**src/rtl/pipeline_ctrl_if.sv**
```systemverilog
// Hazard-unit signal bundle: the datapath side is the master, pipeline_ctrl is the slave.
// Carries register indices and write/load flags in, stall/flush/forward controls and counters out.
interface pipeline_ctrl_if #(
    parameter int REG_ADDR_W = 5,
    parameter int CNT_WIDTH  = 32
);
    logic [REG_ADDR_W-1:0] Rs1D_i;
    logic [REG_ADDR_W-1:0] Rs2D_i;
    logic                  UsesRs1D_i;
    logic                  UsesRs2D_i;
    logic [REG_ADDR_W-1:0] Rs1E_i;
    logic [REG_ADDR_W-1:0] Rs2E_i;
    logic [REG_ADDR_W-1:0] RdE_i;
    logic                  RegWriteE_i;
    logic                  LoadE_i;
    logic [REG_ADDR_W-1:0] RdM_i;
    logic                  RegWriteM_i;
    logic                  LoadM_i;
    logic [REG_ADDR_W-1:0] RdW_i;
    logic                  RegWriteW_i;
    logic                  PCSrcE_i;

    logic                  StallF_o;
    logic                  StallD_o;
    logic                  StallE_o;
    logic                  StallM_o;
    logic                  FlushD_o;
    logic                  FlushE_o;
    logic                  FlushW_o;
    logic [1:0]            ForwardAE_o;
    logic [1:0]            ForwardBE_o;
    logic                  MemWait_o;
    logic [CNT_WIDTH-1:0]  CycleCnt_o;
    logic [CNT_WIDTH-1:0]  StallCnt_o;
    logic [CNT_WIDTH-1:0]  FlushCnt_o;
    logic [CNT_WIDTH-1:0]  RetireCnt_o;

    modport master (
        output Rs1D_i, Rs2D_i, UsesRs1D_i, UsesRs2D_i,
        output Rs1E_i, Rs2E_i, RdE_i, RegWriteE_i, LoadE_i,
        output RdM_i, RegWriteM_i, LoadM_i,
        output RdW_i, RegWriteW_i, PCSrcE_i,
        input  StallF_o, StallD_o, StallE_o, StallM_o,
        input  FlushD_o, FlushE_o, FlushW_o,
        input  ForwardAE_o, ForwardBE_o, MemWait_o,
        input  CycleCnt_o, StallCnt_o, FlushCnt_o, RetireCnt_o
    );

    modport slave (
        input  Rs1D_i, Rs2D_i, UsesRs1D_i, UsesRs2D_i,
        input  Rs1E_i, Rs2E_i, RdE_i, RegWriteE_i, LoadE_i,
        input  RdM_i, RegWriteM_i, LoadM_i,
        input  RdW_i, RegWriteW_i, PCSrcE_i,
        output StallF_o, StallD_o, StallE_o, StallM_o,
        output FlushD_o, FlushE_o, FlushW_o,
        output ForwardAE_o, ForwardBE_o, MemWait_o,
        output CycleCnt_o, StallCnt_o, FlushCnt_o, RetireCnt_o
    );
endinterface

```
**src/rtl/pipeline_ctrl.sv**
```systemverilog
// Hazard, forwarding and stall sequencer for the 5-stage RV32 pipeline, with a
// multi-cycle load wait FSM, per-stage valid tracking and saturating performance counters.
module pipeline_ctrl #(
    parameter int REG_ADDR_W = 5,
    parameter int LOAD_LAT   = 1,
    parameter int CNT_WIDTH  = 32
) (
    input  logic           clk,
    input  logic           rst,
    pipeline_ctrl_if.slave hz
);

    localparam int WCNT_W = ($clog2(LOAD_LAT) > 4) ? $clog2(LOAD_LAT) : 4;
    localparam logic [WCNT_W-1:0] WAIT_INIT = WCNT_W'((LOAD_LAT > 1) ? (LOAD_LAT - 2) : 0);

    typedef enum logic [0:0] {
        S_IDLE = 1'b0,
        S_WAIT = 1'b1
    } state_e;

    state_e              state_q, state_d;
    logic [WCNT_W-1:0]   wcnt_q, wcnt_d;
    logic                mw;
    logic                lu;

    logic                stall_f, stall_d, stall_e, stall_m;
    logic                flush_d, flush_e, flush_w;
    logic [1:0]          fwd_a, fwd_b;

    logic                vd_q, vd_d, ve_q, ve_d, vm_q, vm_d, vw_q, vw_d;
    logic [CNT_WIDTH-1:0] cycle_cnt_q, cycle_cnt_d;
    logic [CNT_WIDTH-1:0] stall_cnt_q, stall_cnt_d;
    logic [CNT_WIDTH-1:0] flush_cnt_q, flush_cnt_d;
    logic [CNT_WIDTH-1:0] retire_cnt_q, retire_cnt_d;

    // M beats W so the youngest producer wins; a load in M has no data yet.
    function automatic logic [1:0] fwd_sel(
        input logic [REG_ADDR_W-1:0] rs,
        input logic [REG_ADDR_W-1:0] rd_m,
        input logic                  we_m,
        input logic                  ld_m,
        input logic [REG_ADDR_W-1:0] rd_w,
        input logic                  we_w
    );
        if (we_m && !ld_m && (rd_m != '0) && (rd_m == rs)) return 2'b10;
        if (we_w && (rd_w != '0) && (rd_w == rs))           return 2'b01;
        return 2'b00;
    endfunction

    function automatic logic [CNT_WIDTH-1:0] sat_inc(
        input logic [CNT_WIDTH-1:0] c,
        input logic                 en
    );
        return (en && (c != '1)) ? (c + CNT_WIDTH'(1)) : c;
    endfunction

    assign lu = hz.LoadE_i && hz.RegWriteE_i && (hz.RdE_i != '0) &&
                ((hz.UsesRs1D_i && (hz.Rs1D_i == hz.RdE_i)) ||
                 (hz.UsesRs2D_i && (hz.Rs2D_i == hz.RdE_i)));

    // The wait counter only ever holds cycles still to go after the current one.
    always_comb begin : wait_fsm_next
        // NOTE: every variable gets a default first so no path leaves it unassigned (no latch).
        state_d = state_q;
        wcnt_d  = wcnt_q;
        mw      = 1'b0;
        unique case (state_q)
            S_IDLE: begin
                if (hz.LoadM_i && (LOAD_LAT > 1)) begin
                    mw      = 1'b1;
                    wcnt_d  = WAIT_INIT;
                    state_d = S_WAIT;
                end
            end
            S_WAIT: begin
                if (wcnt_q != '0) begin
                    mw     = 1'b1;
                    wcnt_d = wcnt_q - WCNT_W'(1);
                end else begin
                    state_d = S_IDLE;
                end
            end
            default: state_d = S_IDLE;
        endcase
    end

    always_comb begin : hazard_comb
        stall_f = 1'b0;
        stall_d = 1'b0;
        stall_e = 1'b0;
        stall_m = 1'b0;
        flush_d = 1'b0;
        flush_e = 1'b0;
        flush_w = 1'b0;
        fwd_a   = 2'b00;
        fwd_b   = 2'b00;
        if (!rst) begin
            fwd_a = fwd_sel(hz.Rs1E_i, hz.RdM_i, hz.RegWriteM_i, hz.LoadM_i, hz.RdW_i, hz.RegWriteW_i);
            fwd_b = fwd_sel(hz.Rs2E_i, hz.RdM_i, hz.RegWriteM_i, hz.LoadM_i, hz.RdW_i, hz.RegWriteW_i);
            // A pending redirect stays in E during a load wait and is taken once it ends.
            if (mw) begin
                stall_f = 1'b1;
                stall_d = 1'b1;
                stall_e = 1'b1;
                stall_m = 1'b1;
                flush_w = 1'b1;
            end else if (hz.PCSrcE_i) begin
                flush_d = 1'b1;
                flush_e = 1'b1;
            end else if (lu) begin
                stall_f = 1'b1;
                stall_d = 1'b1;
                flush_e = 1'b1;
            end
        end
    end

    always_comb begin : track_next
        vd_d = flush_d ? 1'b0 : (stall_d ? vd_q : 1'b1);
        ve_d = flush_e ? 1'b0 : (stall_e ? ve_q : vd_q);
        vm_d = stall_m ? vm_q : ve_q;
        vw_d = flush_w ? 1'b0 : vm_q;

        cycle_cnt_d  = sat_inc(cycle_cnt_q, 1'b1);
        stall_cnt_d  = sat_inc(stall_cnt_q, stall_f);
        flush_cnt_d  = sat_inc(flush_cnt_q, flush_d);
        retire_cnt_d = sat_inc(retire_cnt_q, vw_q);
    end

    always_ff @(posedge clk or posedge rst) begin
        if (rst) begin
            state_q      <= S_IDLE;
            wcnt_q       <= '0;
            vd_q         <= 1'b0;
            ve_q         <= 1'b0;
            vm_q         <= 1'b0;
            vw_q         <= 1'b0;
            cycle_cnt_q  <= '0;
            stall_cnt_q  <= '0;
            flush_cnt_q  <= '0;
            retire_cnt_q <= '0;
        end else begin
            // NOTE: non-blocking so every flop samples the pre-edge values of the others.
            state_q      <= state_d;
            wcnt_q       <= wcnt_d;
            vd_q         <= vd_d;
            ve_q         <= ve_d;
            vm_q         <= vm_d;
            vw_q         <= vw_d;
            cycle_cnt_q  <= cycle_cnt_d;
            stall_cnt_q  <= stall_cnt_d;
            flush_cnt_q  <= flush_cnt_d;
            retire_cnt_q <= retire_cnt_d;
        end
    end

    assign hz.StallF_o    = stall_f;
    assign hz.StallD_o    = stall_d;
    assign hz.StallE_o    = stall_e;
    assign hz.StallM_o    = stall_m;
    assign hz.FlushD_o    = flush_d;
    assign hz.FlushE_o    = flush_e;
    assign hz.FlushW_o    = flush_w;
    assign hz.ForwardAE_o = fwd_a;
    assign hz.ForwardBE_o = fwd_b;
    assign hz.MemWait_o   = mw & ~rst;
    assign hz.CycleCnt_o  = cycle_cnt_q;
    assign hz.StallCnt_o  = stall_cnt_q;
    assign hz.FlushCnt_o  = flush_cnt_q;
    assign hz.RetireCnt_o = retire_cnt_q;

endmodule

```
**src/flat_wrapper.sv**
```systemverilog
// flat-port wrapper written by rule: the top's interface ports become plain ports
module pipeline_ctrl_flat 
#(
    parameter int REG_ADDR_W = 5,
    parameter int LOAD_LAT   = 1,
    parameter int CNT_WIDTH  = 32
)
  (clk, rst, hz_Rs1D_i, hz_Rs2D_i, hz_UsesRs1D_i, hz_UsesRs2D_i, hz_Rs1E_i, hz_Rs2E_i, hz_RdE_i, hz_RegWriteE_i, hz_LoadE_i, hz_RdM_i, hz_RegWriteM_i, hz_LoadM_i, hz_RdW_i, hz_RegWriteW_i, hz_PCSrcE_i, hz_StallF_o, hz_StallD_o, hz_StallE_o, hz_StallM_o, hz_FlushD_o, hz_FlushE_o, hz_FlushW_o, hz_ForwardAE_o, hz_ForwardBE_o, hz_MemWait_o, hz_CycleCnt_o, hz_StallCnt_o, hz_FlushCnt_o, hz_RetireCnt_o);
  pipeline_ctrl_if #(.REG_ADDR_W(REG_ADDR_W), .CNT_WIDTH(CNT_WIDTH)) hz_i ();
  input  logic clk;
  input  logic rst;
  input wire logic [$bits(hz_i.Rs1D_i)-1:0] hz_Rs1D_i;
  input wire logic [$bits(hz_i.Rs2D_i)-1:0] hz_Rs2D_i;
  input wire logic [$bits(hz_i.UsesRs1D_i)-1:0] hz_UsesRs1D_i;
  input wire logic [$bits(hz_i.UsesRs2D_i)-1:0] hz_UsesRs2D_i;
  input wire logic [$bits(hz_i.Rs1E_i)-1:0] hz_Rs1E_i;
  input wire logic [$bits(hz_i.Rs2E_i)-1:0] hz_Rs2E_i;
  input wire logic [$bits(hz_i.RdE_i)-1:0] hz_RdE_i;
  input wire logic [$bits(hz_i.RegWriteE_i)-1:0] hz_RegWriteE_i;
  input wire logic [$bits(hz_i.LoadE_i)-1:0] hz_LoadE_i;
  input wire logic [$bits(hz_i.RdM_i)-1:0] hz_RdM_i;
  input wire logic [$bits(hz_i.RegWriteM_i)-1:0] hz_RegWriteM_i;
  input wire logic [$bits(hz_i.LoadM_i)-1:0] hz_LoadM_i;
  input wire logic [$bits(hz_i.RdW_i)-1:0] hz_RdW_i;
  input wire logic [$bits(hz_i.RegWriteW_i)-1:0] hz_RegWriteW_i;
  input wire logic [$bits(hz_i.PCSrcE_i)-1:0] hz_PCSrcE_i;
  output wire logic [$bits(hz_i.StallF_o)-1:0] hz_StallF_o;
  output wire logic [$bits(hz_i.StallD_o)-1:0] hz_StallD_o;
  output wire logic [$bits(hz_i.StallE_o)-1:0] hz_StallE_o;
  output wire logic [$bits(hz_i.StallM_o)-1:0] hz_StallM_o;
  output wire logic [$bits(hz_i.FlushD_o)-1:0] hz_FlushD_o;
  output wire logic [$bits(hz_i.FlushE_o)-1:0] hz_FlushE_o;
  output wire logic [$bits(hz_i.FlushW_o)-1:0] hz_FlushW_o;
  output wire logic [$bits(hz_i.ForwardAE_o)-1:0] hz_ForwardAE_o;
  output wire logic [$bits(hz_i.ForwardBE_o)-1:0] hz_ForwardBE_o;
  output wire logic [$bits(hz_i.MemWait_o)-1:0] hz_MemWait_o;
  output wire logic [$bits(hz_i.CycleCnt_o)-1:0] hz_CycleCnt_o;
  output wire logic [$bits(hz_i.StallCnt_o)-1:0] hz_StallCnt_o;
  output wire logic [$bits(hz_i.FlushCnt_o)-1:0] hz_FlushCnt_o;
  output wire logic [$bits(hz_i.RetireCnt_o)-1:0] hz_RetireCnt_o;
  assign hz_i.Rs1D_i = hz_Rs1D_i;
  assign hz_i.Rs2D_i = hz_Rs2D_i;
  assign hz_i.UsesRs1D_i = hz_UsesRs1D_i;
  assign hz_i.UsesRs2D_i = hz_UsesRs2D_i;
  assign hz_i.Rs1E_i = hz_Rs1E_i;
  assign hz_i.Rs2E_i = hz_Rs2E_i;
  assign hz_i.RdE_i = hz_RdE_i;
  assign hz_i.RegWriteE_i = hz_RegWriteE_i;
  assign hz_i.LoadE_i = hz_LoadE_i;
  assign hz_i.RdM_i = hz_RdM_i;
  assign hz_i.RegWriteM_i = hz_RegWriteM_i;
  assign hz_i.LoadM_i = hz_LoadM_i;
  assign hz_i.RdW_i = hz_RdW_i;
  assign hz_i.RegWriteW_i = hz_RegWriteW_i;
  assign hz_i.PCSrcE_i = hz_PCSrcE_i;
  assign hz_StallF_o = hz_i.StallF_o;
  assign hz_StallD_o = hz_i.StallD_o;
  assign hz_StallE_o = hz_i.StallE_o;
  assign hz_StallM_o = hz_i.StallM_o;
  assign hz_FlushD_o = hz_i.FlushD_o;
  assign hz_FlushE_o = hz_i.FlushE_o;
  assign hz_FlushW_o = hz_i.FlushW_o;
  assign hz_ForwardAE_o = hz_i.ForwardAE_o;
  assign hz_ForwardBE_o = hz_i.ForwardBE_o;
  assign hz_MemWait_o = hz_i.MemWait_o;
  assign hz_CycleCnt_o = hz_i.CycleCnt_o;
  assign hz_StallCnt_o = hz_i.StallCnt_o;
  assign hz_FlushCnt_o = hz_i.FlushCnt_o;
  assign hz_RetireCnt_o = hz_i.RetireCnt_o;
  pipeline_ctrl #(.REG_ADDR_W(REG_ADDR_W), .LOAD_LAT(LOAD_LAT), .CNT_WIDTH(CNT_WIDTH)) u_core (.clk(clk), .rst(rst), .hz(hz_i));
endmodule
```
**config.mk**
```make
export PLATFORM = sky130hd
export DESIGN_NAME = pipeline_ctrl_flat
export DESIGN_NICKNAME = d
export VERILOG_FILES = /design/src/rtl/pipeline_ctrl_if.sv /design/src/rtl/pipeline_ctrl.sv /design/src/flat_wrapper.sv
export SDC_FILE = /design/constraint.sdc
export NUM_CORES = 1
export LEC_CHECK = 0
export CAP_MARGIN = 20
export CORE_MARGIN = 1.5
export CORE_UTILIZATION = 35
export DETAILED_ROUTE_END_ITERATION = 12
export PLACE_DENSITY = 0.59
export SLEW_MARGIN = 15
export SYNTH_ARGS = -nofsm -noshare
export SYNTH_HDL_FRONTEND = slang
export SYNTH_SLANG_ARGS = --single-unit
```
**constraint.sdc**
```tcl
create_clock -name clk -period 16.5 [get_ports clk]
set_clock_uncertainty 0.05 [all_clocks]
set_input_delay 4.95 -clock clk [delete_from_list [all_inputs] [get_ports clk]]
set_output_delay 4.95 -clock clk [all_outputs]
set_load 0.01 [all_outputs]
```
# After elaboration in Yosys (flattened, before gate mapping)

Index checks and enable logic that the tools add are counted.

Register bits after elaboration: 137
Latch bits: 0
Memory bits (writable): 0
Memory bits (read-only): 0
Input bits: 45
Output and inout bits: 140
Word-level logic and storage cells: 90
Memories: 0

Add/subtract/negate cells: 5
Multipliers: 0
Divide/modulo/power cells: 0
$lt $le $gt $ge: 0
Equal/unequal tests: 12
Shift operators: 0
Muxes and demuxes: 39
Bitwise logic cells: 2
Reductions and logical operators: 22

Operators with widths:

| operator              | number |
|---|---|
| $add 32x1->32 const B | 4 |
| $ne 32x32->1 const B  | 4 |
| $eq 5x5->1            | 6 |
| $mux 1                | 29 |
| $mux 2                | 10 |
| $logic_and 1x1->1     | 15 |
| $reduce_bool 5->1     | 3 |
| $reduce_bool 4->1     | 1 |
| $sub 4x1->4 const B   | 1 |
| $ne 2x1->1 const B    | 1 |
| $ne 2x2->1 const B    | 1 |
| $reduce_and 2->1      | 1 |
| $and 1x1->1           | 1 |
| $logic_not 1->1       | 1 |
| $logic_or 1x1->1      | 1 |
| $not 1->1             | 1 |

# Longest topological paths before layout

Depth in word-level cells: 11
Mapped depth: 9
Depth with buffers taken out: 9

# Worst setup path before layout

No wires, ideal clock.

Path type: input-to-output
Start: in rst
End: out hz_ForwardAE_o[0]
Data arrival time: 9.265 ns
Required time: 11.500 ns
Path slack: 2.235 ns
Stages on the path: 5
Buffers on the path: 1
Path through: clkbuf_1 -> inv_1 -> o211ai_1 -> or4_1 -> nor4_1

Word-level cells in the longest chain between the ends: 1

RTL lines:

| element         | line                | text |
|---|---|---|
| start, declared | flat_wrapper.sv:11  | `input logic rst;` |
| $mux 2          | pipeline_ctrl.sv:97 | `if (!rst) begin` |
| end, declared   | flat_wrapper.sv:34  | `output wire logic [$bits(hz_i.ForwardAE_o)-1:0] hz_ForwardAE_o;` |

No other way between the ends.

# Worst setup path after layout

Ends and elaborated chain as after synthesis.

==> out/qor.csv <==
metric;value;unit
ys_types;45;
row_count;51;
synthCells;666;
p_int;0.619;mW
p_switching;0.209;mW
synth_top_area_share;0.499;
fin_ws;3.80;ns
ys_ff_latch;137;
grt_overflow;0;
synth_area_leaders;dfrtp_1 (50%), xor2_1 (13%), xnor2_1 (6.8%);
ant_nets;0;
hp-class;reg2reg;
synthArstFlopShare;1.00;
clock-sinks;137;
dr_total_vias;5577;
swShare;0.252;
antenna_found_initial;0;
timing.fmax;78.8;MHz
drive_gt1_frac;0.0483;
start_util;0.356;
cp-start-kind;input pin;
ys.flop_type;dfrtp_1;
path_class;in2out;
startpoint;rst;
outcome;complete, no violations;
layout_common_cells;clkdlybuf4s50_1 (184), dfrtp_1 (137), xor2_1 (100);
drt_pass1_iterations;4;
io_pins;185;
p_leak;4.21;nW
clkPwrFrac;0.425;
ys_seq_area_frac;0.499;
cts_setup_buffers;0;
dieHeight;143;um
htree_levels;4;
dp_hpwl;12200;um
yosysWarnings;0;
grt_pass1_wl;27500;um
relSlewSlack;0.323;
min_period;12.70;ns
max_cap_viol_count;0;
synth_nets;716;
ff2ff_path_depth;6;
critPathRequiredTime;11.50;ns
final-setup-viol-count;0;
die-area;20500;um2
holdWs;0.438;ns
cp_max_fo;56;
wire_per_inst;14.6;um
cts_resized;0;
seq_area;3430;um2
cts_hold_repair.buffers;0;
worstMarginPinSlew;1.02;ns
cts_root_buffer;clkbuf_16;
seqPwrFrac;0.453;
power_density;86.7;nW/um2
ir_drop;0.0635;mV
reg2reg_from;u_core.hz.StallCnt_o[19];
grt_setup_unrepaired;no;
drt_iter0_drc;247;
hold_violations;0;
slew_viol_final;0;
syn_to_final_growth;38.9;%
final_cells;1135;
finalPower;0.828;mW
power_frac_comb;0.122;
tritoncts;built;
core;19300;um2
clock_latency;0.41;ns
grt_max_degree;85;
layout_commonest_cell;clkdlybuf4s50_1;
pre_cts_slack;3.78;ns
cts_buffers;17;
hold_depth;1;
diodes;0;
gp_congestion;0.777;
cp_data_arrival_time;7.70;ns
dp.cells;1105;
grt_usage;0.167;
final_net_count;909;
multi_input_area;3310;um2
clock_path_buffers;2;
routed_wl;16600;um
finalCritPeriodShare;0.769;
grt_pass1_vias;5443;
portBuffers;184;
setup_tns;0;ns
syn-cell-area;6880;um2
synth_edf_count;0;
die_w;143;um
hp-start;u_core.hz.FlushCnt_o[12];
fillCellCount;1792;
drc;0;
clk_pin_slew;0.05;ns
synth_top_area_cell;dfrtp_1;
synth_area_per_cell;10.3;um2
vias_per_cell;4.91;
cp-end-kind;primary output;
-- layer usage --
metal  track usage  wire length [um]  up-vias
met5             0                 0        -
met1         0.226              7800     2682
met2         0.263              7760      143
li1              -                 -     2739
met4        0.0570               197        0
met3        0.0379               843       13
-- cells in the mapped netlist (2+ instances only) --
library cell	number
and4_1	15
buf_2	4
xnor2_1	53
nor2_1	54
o211ai_1	3
clkbuf_1	3
and2_1	3
and3_1	23
nor4_1	19
a31oi_1	2
mux2_2	5
or3_1	4
dfrtp_1	137
a21oi_1	4
nand3b_1	2
inv_1	15
or4_1	7
nand2b_1	2
o21ai_0	5
buf_4	6
nor3_1	35
nor3b_1	2
xor2_1	100
nand2_1	54
ha_1	5
nor4b_1	6
nand4_1	34
nand3_1	47
-- sequential cells by signal (all words and copies together), names as in the netlist --
signal	cells
u_core.vw_q	1
u_core.hz.StallCnt_o	32
u_core.vm_q	1
u_core.wcnt_q	4
u_core.state_q	1
u_core.ve_q	1
u_core.hz.CycleCnt_o	32
u_core.hz.RetireCnt_o	32
u_core.hz.FlushCnt_o	32
u_core.vd_q	1
-- path summary, 6_finish.rpt --
check | slack, ns | end
max in group asynchronous | 10.09 | u_core.hz.CycleCnt_o[11]
min reg2reg | 0.44 | u_core.hz.FlushCnt_o[12]
max | 3.80 | hz_ForwardAE_o[0]
min | 0.44 | u_core.hz.FlushCnt_o[12]
max reg2reg | 13.49 | u_core.hz.StallCnt_o[1]
min in group asynchronous | 5.19 | u_core.wcnt_q[2]
-- metrics by stage --
step,instance area [um2],util
3_5_place_dp,9000,0.466
6_report,9550,0.494
5_1_grt,9550,0.494
3_3_place_gp,8990,0.465
2_1_floorplan,6880,-
4_1_cts,9550,0.494
-- area by class of cell --
class | count | share of cell area
sequential | 137 | 0.359
multi-input combinational | 501 | 0.347
timing repair buffer | 187 | 0.196
clock buffer | 19 | 0.0464
tap | 265 | 0.0347
clock inverter | 11 | 0.0106
inverter | 15 | 0.00642
-- power by group through the flow --
stage	Combinational, mW	Clock (mW)	Sequential [mW]
floorplan	0.0396	0	0.383
global placement	0.101	0	0.381
detailed placement	0.102	0	0.381
CTS	0.103	0.363	0.375
global route	0.111	0.378	0.378
finish	0.101	0.352	0.375
-- kinds of logic after synthesis --
logic type / share of synthesized area
DFF: 0.499
adders and majority gates: 0.00910
and+or+nand+nor: 0.245
xor gates and xnor gates: 0.195
muxes: 0.00819
AOI/OAI and AO/OA: 0.0253
buffers and inverters: 0.0193
-- critical path: stages --
cell             delay (ns)
clkdlybuf4s50_1        0.64
inv_6                  0.49
o211ai_1               0.17
or4_1                  0.54
nor4_1                 0.28
clkdlybuf4s50_1        0.62
(Power assumes the default switching activity.)
